<file path="src/rtl/dfd_packetizer_pkg.sv">
// Shared packetizer types and helpers: arbiter state encoding and the
// cyclic first-set-bit search used by round-robin arbiters.
`default_nettype none

package dfd_packetizer_pkg;

  typedef enum logic [1:0] {
    IDLE  = 2'd0,
    HOLD  = 2'd1,
    DRAIN = 2'd2
  } arb_state_t;

  // Zero bits above the real requester count never match, so a 32-wide
  // cyclic search is equivalent to searching modulo the requester count.
  function automatic logic [4:0] rr_pick(input logic [31:0] mask, input logic [4:0] ptr);
    logic [4:0] idx;
    logic [4:0] pick;
    pick = ptr;
    for (int i = 31; i >= 0; i--) begin
      idx = ptr + 5'(i);
      if (mask[idx]) pick = idx;
    end
    return pick;
  endfunction

endpackage

`default_nettype wire

</file>
<file path="src/rtl/dfd_accumulator_space_arbiter_if.sv">
// Space-request bundle between the packet generators, the accumulator
// and the space arbiter.
`default_nettype none

interface dfd_accumulator_space_arbiter_if #(
  parameter int NUM_REQUESTERS = 4,
  parameter int SW             = 7
);
  localparam int IW = (NUM_REQUESTERS > 1) ? $clog2(NUM_REQUESTERS) : 1;

  logic [NUM_REQUESTERS-1:0]    req_valid;
  logic [NUM_REQUESTERS*SW-1:0] req_space_in_bytes;
  logic [NUM_REQUESTERS-1:0]    req_grant;
  logic [IW-1:0]                req_sel;
  logic [SW-1:0]                request_packet_space_in_bytes_with_frame_support;
  logic                         requested_packet_space_granted;
  logic                         flush_req;
  logic                         accumulator_empty;
  logic                         flush_done;
  logic                         flush_timeout;
  logic                         size_error;
  logic                         busy;

  modport master (
    output req_valid, req_space_in_bytes, requested_packet_space_granted,
           flush_req, accumulator_empty,
    input  req_grant, req_sel, request_packet_space_in_bytes_with_frame_support,
           flush_done, flush_timeout, size_error, busy
  );

  modport slave (
    input  req_valid, req_space_in_bytes, requested_packet_space_granted,
           flush_req, accumulator_empty,
    output req_grant, req_sel, request_packet_space_in_bytes_with_frame_support,
           flush_done, flush_timeout, size_error, busy
  );

endinterface

`default_nettype wire

</file>
<file path="src/rtl/dfd_rr_arbiter.sv">
// Combinational round-robin pick: first set mask bit at or after the
// pointer, cyclically, as both a one-hot vector and an index.
`default_nettype none

module dfd_rr_arbiter
  import dfd_packetizer_pkg::*;
#(
  parameter int NUM_REQUESTERS = 4
) (
  input  logic [NUM_REQUESTERS-1:0]                                  mask_i,
  input  logic [((NUM_REQUESTERS > 1) ? $clog2(NUM_REQUESTERS) : 1)-1:0] ptr_i,
  output logic [NUM_REQUESTERS-1:0]                                  grant_o,
  output logic [((NUM_REQUESTERS > 1) ? $clog2(NUM_REQUESTERS) : 1)-1:0] idx_o
);
  localparam int IW = (NUM_REQUESTERS > 1) ? $clog2(NUM_REQUESTERS) : 1;

  logic [31:0] mask_ext;

  always_comb begin
    mask_ext                       = '0;
    mask_ext[NUM_REQUESTERS-1:0]   = mask_i;
    idx_o                          = IW'(rr_pick(mask_ext, 5'(ptr_i)));
    grant_o                        = (|mask_i) ? (NUM_REQUESTERS'(1) << idx_o) : '0;
  end

endmodule

`default_nettype wire

</file>
<file path="src/rtl/dfd_accumulator_space_arbiter.sv">
// Round-robin arbiter for the trace accumulator's space request port,
// with flush sequencing that only lets the flush owner through while draining.
`default_nettype none

module dfd_accumulator_space_arbiter
  import dfd_packetizer_pkg::*;
#(
  parameter int NUM_REQUESTERS                  = 4,
  parameter int ACCUMULATOR_DATA_WIDTH_IN_BYTES = 64,
  parameter int FLUSH_OWNER                     = 0,
  parameter int FLUSH_TIMEOUT_CYCLES            = 1024
) (
  input  logic                          clock,
  input  logic                          reset,
  dfd_accumulator_space_arbiter_if.slave bus
);
  localparam int SW = $clog2(ACCUMULATOR_DATA_WIDTH_IN_BYTES) + 1;
  localparam int IW = (NUM_REQUESTERS > 1) ? $clog2(NUM_REQUESTERS) : 1;
  localparam int CW = $clog2(FLUSH_TIMEOUT_CYCLES) + 1;
  localparam logic [IW-1:0] OWNER_IDX = IW'(FLUSH_OWNER);

  arb_state_t              state_q, state_d;
  logic [IW-1:0]           rr_ptr_q, rr_ptr_d;
  logic [IW-1:0]           winner_q, winner_d;
  logic                    flush_pending_q, flush_pending_d;
  logic [CW-1:0]           drain_cnt_q, drain_cnt_d;

  logic [SW-1:0]           size_w [NUM_REQUESTERS];
  logic [NUM_REQUESTERS-1:0] size_ok;
  logic [NUM_REQUESTERS-1:0] elig;
  logic [NUM_REQUESTERS-1:0] arb_onehot;
  logic [IW-1:0]           arb_idx;
  logic [NUM_REQUESTERS-1:0] grant;
  logic [SW-1:0]           req_size;
  logic                    done;
  logic                    timeout;
  logic                    owner_grant;

  always_comb begin
    for (int k = 0; k < NUM_REQUESTERS; k++) begin
      size_w[k]  = bus.req_space_in_bytes[k*SW +: SW];
      size_ok[k] = (size_w[k] != '0) && (size_w[k] <= SW'(ACCUMULATOR_DATA_WIDTH_IN_BYTES));
    end
    elig = bus.req_valid & size_ok;
  end

  dfd_rr_arbiter #(.NUM_REQUESTERS(NUM_REQUESTERS)) u_rr (
    .mask_i  (elig),
    .ptr_i   (rr_ptr_q),
    .grant_o (arb_onehot),
    .idx_o   (arb_idx)
  );

  always_comb begin
    state_d         = state_q;
    rr_ptr_d        = rr_ptr_q;
    winner_d        = winner_q;
    flush_pending_d = flush_pending_q | (bus.flush_req && (state_q != DRAIN));
    drain_cnt_d     = drain_cnt_q;
    grant           = '0;
    req_size        = '0;
    done            = 1'b0;
    timeout         = 1'b0;
    owner_grant     = elig[FLUSH_OWNER] && bus.requested_packet_space_granted;

    case (state_q)
      IDLE: begin
        if (flush_pending_q) begin
          state_d     = DRAIN;
          drain_cnt_d = '0;
          winner_d    = OWNER_IDX;
        end else if (|arb_onehot) begin
          winner_d = arb_idx;
          state_d  = HOLD;
        end
      end
      HOLD: begin
        req_size = size_w[winner_q];
        if (bus.requested_packet_space_granted) begin
          grant[winner_q] = 1'b1;
          rr_ptr_d        = (winner_q == IW'(NUM_REQUESTERS - 1)) ? '0 : winner_q + IW'(1);
          state_d         = IDLE;
        end else if (!bus.req_valid[winner_q]) begin
          state_d = IDLE;
        end
      end
      DRAIN: begin
        drain_cnt_d = drain_cnt_q + CW'(1);
        if (elig[FLUSH_OWNER]) begin
          req_size           = size_w[FLUSH_OWNER];
          grant[FLUSH_OWNER] = bus.requested_packet_space_granted;
        end
        // A padding grant this cycle means the accumulator is about to refill.
        if (bus.accumulator_empty && !owner_grant) begin
          done            = 1'b1;
          flush_pending_d = 1'b0;
          drain_cnt_d     = '0;
          state_d         = IDLE;
        end else if (drain_cnt_q == CW'(FLUSH_TIMEOUT_CYCLES - 1)) begin
          done            = 1'b1;
          timeout         = 1'b1;
          flush_pending_d = 1'b0;
          drain_cnt_d     = '0;
          state_d         = IDLE;
        end
      end
      default: state_d = IDLE;
    endcase
  end

  always_ff @(posedge clock or posedge reset) begin
    if (reset) begin
      state_q         <= IDLE;
      rr_ptr_q        <= '0;
      winner_q        <= '0;
      flush_pending_q <= 1'b0;
      drain_cnt_q     <= '0;
    end else begin
      state_q         <= state_d;
      rr_ptr_q        <= rr_ptr_d;
      winner_q        <= winner_d;
      flush_pending_q <= flush_pending_d;
      drain_cnt_q     <= drain_cnt_d;
    end
  end

  assign bus.req_grant     = grant;
  assign bus.req_sel       = winner_q;
  assign bus.request_packet_space_in_bytes_with_frame_support = req_size;
  assign bus.flush_done    = done;
  assign bus.flush_timeout = timeout;
  assign bus.size_error    = |(bus.req_valid & ~size_ok);
  assign bus.busy          = (state_q != IDLE) || flush_pending_q;

endmodule

`default_nettype wire

</file>
<file path="src/flat_wrapper.sv">
// flat-port wrapper written by rule: the top's interface ports become plain ports
module dfd_accumulator_space_arbiter_flat import dfd_packetizer_pkg::*;
#(
  parameter int NUM_REQUESTERS                  = 4,
  parameter int ACCUMULATOR_DATA_WIDTH_IN_BYTES = 64,
  parameter int FLUSH_OWNER                     = 0,
  parameter int FLUSH_TIMEOUT_CYCLES            = 1024
)
  (clock, reset, bus_req_valid, bus_req_space_in_bytes, bus_requested_packet_space_granted, bus_flush_req, bus_accumulator_empty, bus_req_grant, bus_req_sel, bus_request_packet_space_in_bytes_with_frame_support, bus_flush_done, bus_flush_timeout, bus_size_error, bus_busy);
  dfd_accumulator_space_arbiter_if #(.NUM_REQUESTERS(NUM_REQUESTERS), .SW((7))) bus_i ();
  input  logic clock;
  input  logic reset;
  input wire logic [$bits(bus_i.req_valid)-1:0] bus_req_valid;
  input wire logic [$bits(bus_i.req_space_in_bytes)-1:0] bus_req_space_in_bytes;
  input wire logic [$bits(bus_i.requested_packet_space_granted)-1:0] bus_requested_packet_space_granted;
  input wire logic [$bits(bus_i.flush_req)-1:0] bus_flush_req;
  input wire logic [$bits(bus_i.accumulator_empty)-1:0] bus_accumulator_empty;
  output wire logic [$bits(bus_i.req_grant)-1:0] bus_req_grant;
  output wire logic [$bits(bus_i.req_sel)-1:0] bus_req_sel;
  output wire logic [$bits(bus_i.request_packet_space_in_bytes_with_frame_support)-1:0] bus_request_packet_space_in_bytes_with_frame_support;
  output wire logic [$bits(bus_i.flush_done)-1:0] bus_flush_done;
  output wire logic [$bits(bus_i.flush_timeout)-1:0] bus_flush_timeout;
  output wire logic [$bits(bus_i.size_error)-1:0] bus_size_error;
  output wire logic [$bits(bus_i.busy)-1:0] bus_busy;
  assign bus_i.req_valid = bus_req_valid;
  assign bus_i.req_space_in_bytes = bus_req_space_in_bytes;
  assign bus_i.requested_packet_space_granted = bus_requested_packet_space_granted;
  assign bus_i.flush_req = bus_flush_req;
  assign bus_i.accumulator_empty = bus_accumulator_empty;
  assign bus_req_grant = bus_i.req_grant;
  assign bus_req_sel = bus_i.req_sel;
  assign bus_request_packet_space_in_bytes_with_frame_support = bus_i.request_packet_space_in_bytes_with_frame_support;
  assign bus_flush_done = bus_i.flush_done;
  assign bus_flush_timeout = bus_i.flush_timeout;
  assign bus_size_error = bus_i.size_error;
  assign bus_busy = bus_i.busy;
  dfd_accumulator_space_arbiter #(.NUM_REQUESTERS(NUM_REQUESTERS), .ACCUMULATOR_DATA_WIDTH_IN_BYTES(ACCUMULATOR_DATA_WIDTH_IN_BYTES), .FLUSH_OWNER(FLUSH_OWNER), .FLUSH_TIMEOUT_CYCLES(FLUSH_TIMEOUT_CYCLES)) u_core (.clock(clock), .reset(reset), .bus(bus_i));
endmodule
</file>
<file path="config.mk">
export PLATFORM = sky130hd
export DESIGN_NAME = dfd_accumulator_space_arbiter_flat
export DESIGN_NICKNAME = d
export VERILOG_FILES = /design/src/rtl/dfd_packetizer_pkg.sv /design/src/rtl/dfd_accumulator_space_arbiter_if.sv /design/src/rtl/dfd_rr_arbiter.sv /design/src/rtl/dfd_accumulator_space_arbiter.sv /design/src/flat_wrapper.sv
export SDC_FILE = /design/constraint.sdc
export NUM_CORES = 1
export LEC_CHECK = 0
export CAP_MARGIN = 10
export CORE_MARGIN = 2
export CORE_UTILIZATION = 47
export DETAILED_ROUTE_END_ITERATION = 8
export PLACE_DENSITY = 0.79
export SKIP_CTS_REPAIR_TIMING = 1
export SYNTH_ARGS = -nofsm -noshare
export SYNTH_HDL_FRONTEND = slang
export SYNTH_SLANG_ARGS = --single-unit
</file>
<file path="constraint.sdc">
create_clock -name clock -period 3.5 [get_ports clock]
set_input_delay 0.525 -clock clock [delete_from_list [all_inputs] [get_ports clock]]
set_output_delay 0.525 -clock clock [all_outputs]
set_load 0.03 [all_outputs]
</file>
==> metrics.yaml <==
outcome: "complete, no violations"
grt_max_degree: 19
pin_count: 54
grt_use_total_pct: 23.5
pwr-share-seq_pct: 24.5
hp-class: "reg -> reg"
drcViolationCount: 0
ys.flop_type: "dfrtp_1"
required_ns: 2.97
swShare_pct: 45.4
antenna_found_initial: 0
ys_seq_area_share_pct: 23.5
antenna_cells: 0
powerDensity_nw_per_um2: 499
clkSinkCount: 18
vias: 1928
portBuffers: 53
finalCritPeriodShare_pct: 97.1
clock_path_buffers: 2
dieArea_sq_um: 4610
routed_wl_mm: 5.42
internal_power_uw: 709
relSlewSlack_pct: 54.4
combPwrFrac_pct: 62.1
pwr-share-clk_pct: 13.4
viasPerCell: 5.90
grt_pass1_vias: 1729
final_max_slew_viol_count: 0
synth_cells: 217
p_switching_uw: 590
synth.distinct_cells: 51
fin_skew_ns: 0.00631
synth_edf_count: 0
path_max_fanout: 7
yosysWarningCount: 0
die_h_um: 67.9
cts_buffers: 3
start_kind: "input pin"
fin_nets: 325
area_growth_pct: 35.6
detail-route-antenna-nets: 0
p_total_mw: 1.30
critPathCaptureType: "primary output"
firstDrtPassIters: 4
clock_latency_ns: 0.26
finalSetupTns_ns: 0
hold_violations: 0
ys_async_sr_fraction_pct: 100
fillers: 331
die_x_um: 67.9
gp_congestion: 0.853
ir_drop_uv: 213
max_freq_mhz: 294
power_leakage_nw: 1.06
finalSetupViolCount: 0
cts_tree: "built"
drive_gt1_share_pct: 16.2
drv_cap: 0
ys_seq_elements: 18
path_class: "in -> out"
ctsHtreeMaxLevel: 1
worstPathArrival_ns: 2.87
tightest_slew_ns: 0.684
grt_pass1_wl_mm: 8.25
drt-initial-drc-count: 133
wire_per_inst_um: 16.6
layout_min_cycle_time_ns: 3.40
clk_pin_slew_worst_paths_ns: 0.07
synth_area_sq_um: 1920
clockRootBuffer: "clkbuf_8"
avgSynthCellArea_sq_um: 8.84
synth_nets: 264
grt_overflow: 0
start_util_pct: 48.3
rsz0062_at_grt: "false"
num_rows: 23
hpwl_mm: 4.31
coreArea_sq_um: 3970
logic make-up after synthesis:
family                   Yosys count  share of synthesized area (%)
AO/OA/AOI/OAI                     57                           21.3
XOR/XNOR                           5                           2.28
adder cells (fa/ha/maj)           10                           6.52
buffers and inverters             21                           4.50
flip-flops                        18                           23.5
multiplexers                      20                           17.7
AND/OR/NAND/NOR                   86                           24.3
layout make-up:
type	count	area (sq um)	area share, %
Tap cell	50	62.6	2.40
Inverter	13	48.8	1.87
Timing Repair Buffer	64	593	22.8
Multi-Input combinational cell	178	1390	53.5
Clock buffer	4	55.1	2.12
Sequential cell	18	450	17.3
state kept, by name (all words and copies together), names as in the netlist:
register                count
u_core.drain_cnt_q         11
u_core.bus.req_sel          2
u_core.rr_ptr_q             2
u_core.state_q              2
u_core.flush_pending_q      1
power groups by stage:
stage | clock, mW | combinational (mW) | sequential [mW]
floorplan | 0 | 0.574 | 0.290
global placement | 0 | 0.774 | 0.320
detailed placement | 0 | 0.793 | 0.320
CTS | 0.175 | 0.796 | 0.318
global route | 0.185 | 0.875 | 0.329
finish | 0.174 | 0.806 | 0.319
placed cells by master, fill, tap and decap left out, types with 2 or more instances in the layout:
cell / count
a2111oi_0: 2
a211o_1: 2
a211oi_1: 2
a21boi_0: 3
a21oi_1: 5
a22oi_1: 6
and3_1: 5
buf_4: 20
clkbuf_8: 4
clkdlybuf4s50_1: 43
dfrtp_1: 18
ha_1: 10
inv_1: 12
mux2_2: 2
mux2i_1: 7
mux4_1: 2
mux4_2: 8
nand2_1: 28
nand2b_1: 8
nand3_1: 6
nand3b_1: 2
nor2_1: 6
nor2b_1: 11
nor3_1: 8
o211ai_1: 3
o21a_1: 3
o21ai_0: 12
o21ai_1: 2
o31ai_1: 4
o31ai_2: 2
or4_1: 3
or4_4: 3
xor2_1: 4
layer usage:
metal	vias up	track usage (%)	wire, um
met5	-	0	0
met2	64	37.4	2630
li1	942	-	-
met4	0	4.75	38
met3	4	1.97	278
met1	918	35.0	2470
worst max-delay path, stage by stage:
cell and delay [ns]:
clkdlybuf4s50_1 0.44, or4_4 0.56, or4_4 0.44, and3_4 0.20, and2_2 0.24, a22oi_2 0.22, nor2b_1 0.07, buf_4 0.17
path summary, 6_finish.rpt:
check | startpoint | endpoint | slack [ns] | cells after the start
max in group asynchronous | reset | u_core.drain_cnt_q[3] | 2.40 | 2
hold / removal | u_core.drain_cnt_q[10] | u_core.drain_cnt_q[10] | 0.52 | 1
min in group asynchronous | reset | u_core.drain_cnt_q[8] | 0.66 | 2
setup / recovery | bus_req_space_in_bytes[0] | bus_request_packet_space_in_bytes_with_frame_support[5] | 0.10 | 8
setup reg to reg | u_core.rr_ptr_q[0] | u_core.bus.req_sel[0] | 1.04 | 6
hold reg to reg | u_core.drain_cnt_q[10] | u_core.drain_cnt_q[10] | 0.52 | 1
stage by stage:
step	utilization, %	instances	worst slack (ns)	hold WS [ns]	instance area, sq um
after floorplan	-	217	0.388	0.464	1920
after global placement	63.8	323	-0.0221	0.491	2530
after detailed placement	63.8	323	-0.0891	0.500	2530
after CTS	65.2	327	-0.0909	0.516	2590
after global routing	65.5	327	0.0443	0.549	2600
final	65.5	327	0.101	0.517	2600
Yosys cell counts, drive strengths merged, types with 2 or more instances:
master,instances,area [sq um]
o41ai,2,25.0
a2111oi,2,17.5
mux2,2,22.5
clkbuf,7,26.3
o211ai,3,22.5
a211oi,2,15.0
nand3,6,30.0
nand2b,8,50.1
o21ai,14,70.1
o31ai,6,50.1
mux4,10,233
mux2i,8,83.8
nor3,8,40.0
nand3b,2,15.0
or4,6,56.3
a21boi,3,22.5
a21oi,5,25.0
ha,10,125
dfrtp,18,450
and3,6,42.5
o21a,3,22.5
nor2b,11,68.8
inv,12,45.0
nand2,28,105
xor2,4,35.0
a211o,2,17.5
nor2,6,22.5
a22oi,7,52.6
Note: power is estimated with default switching activity, not from simulation.
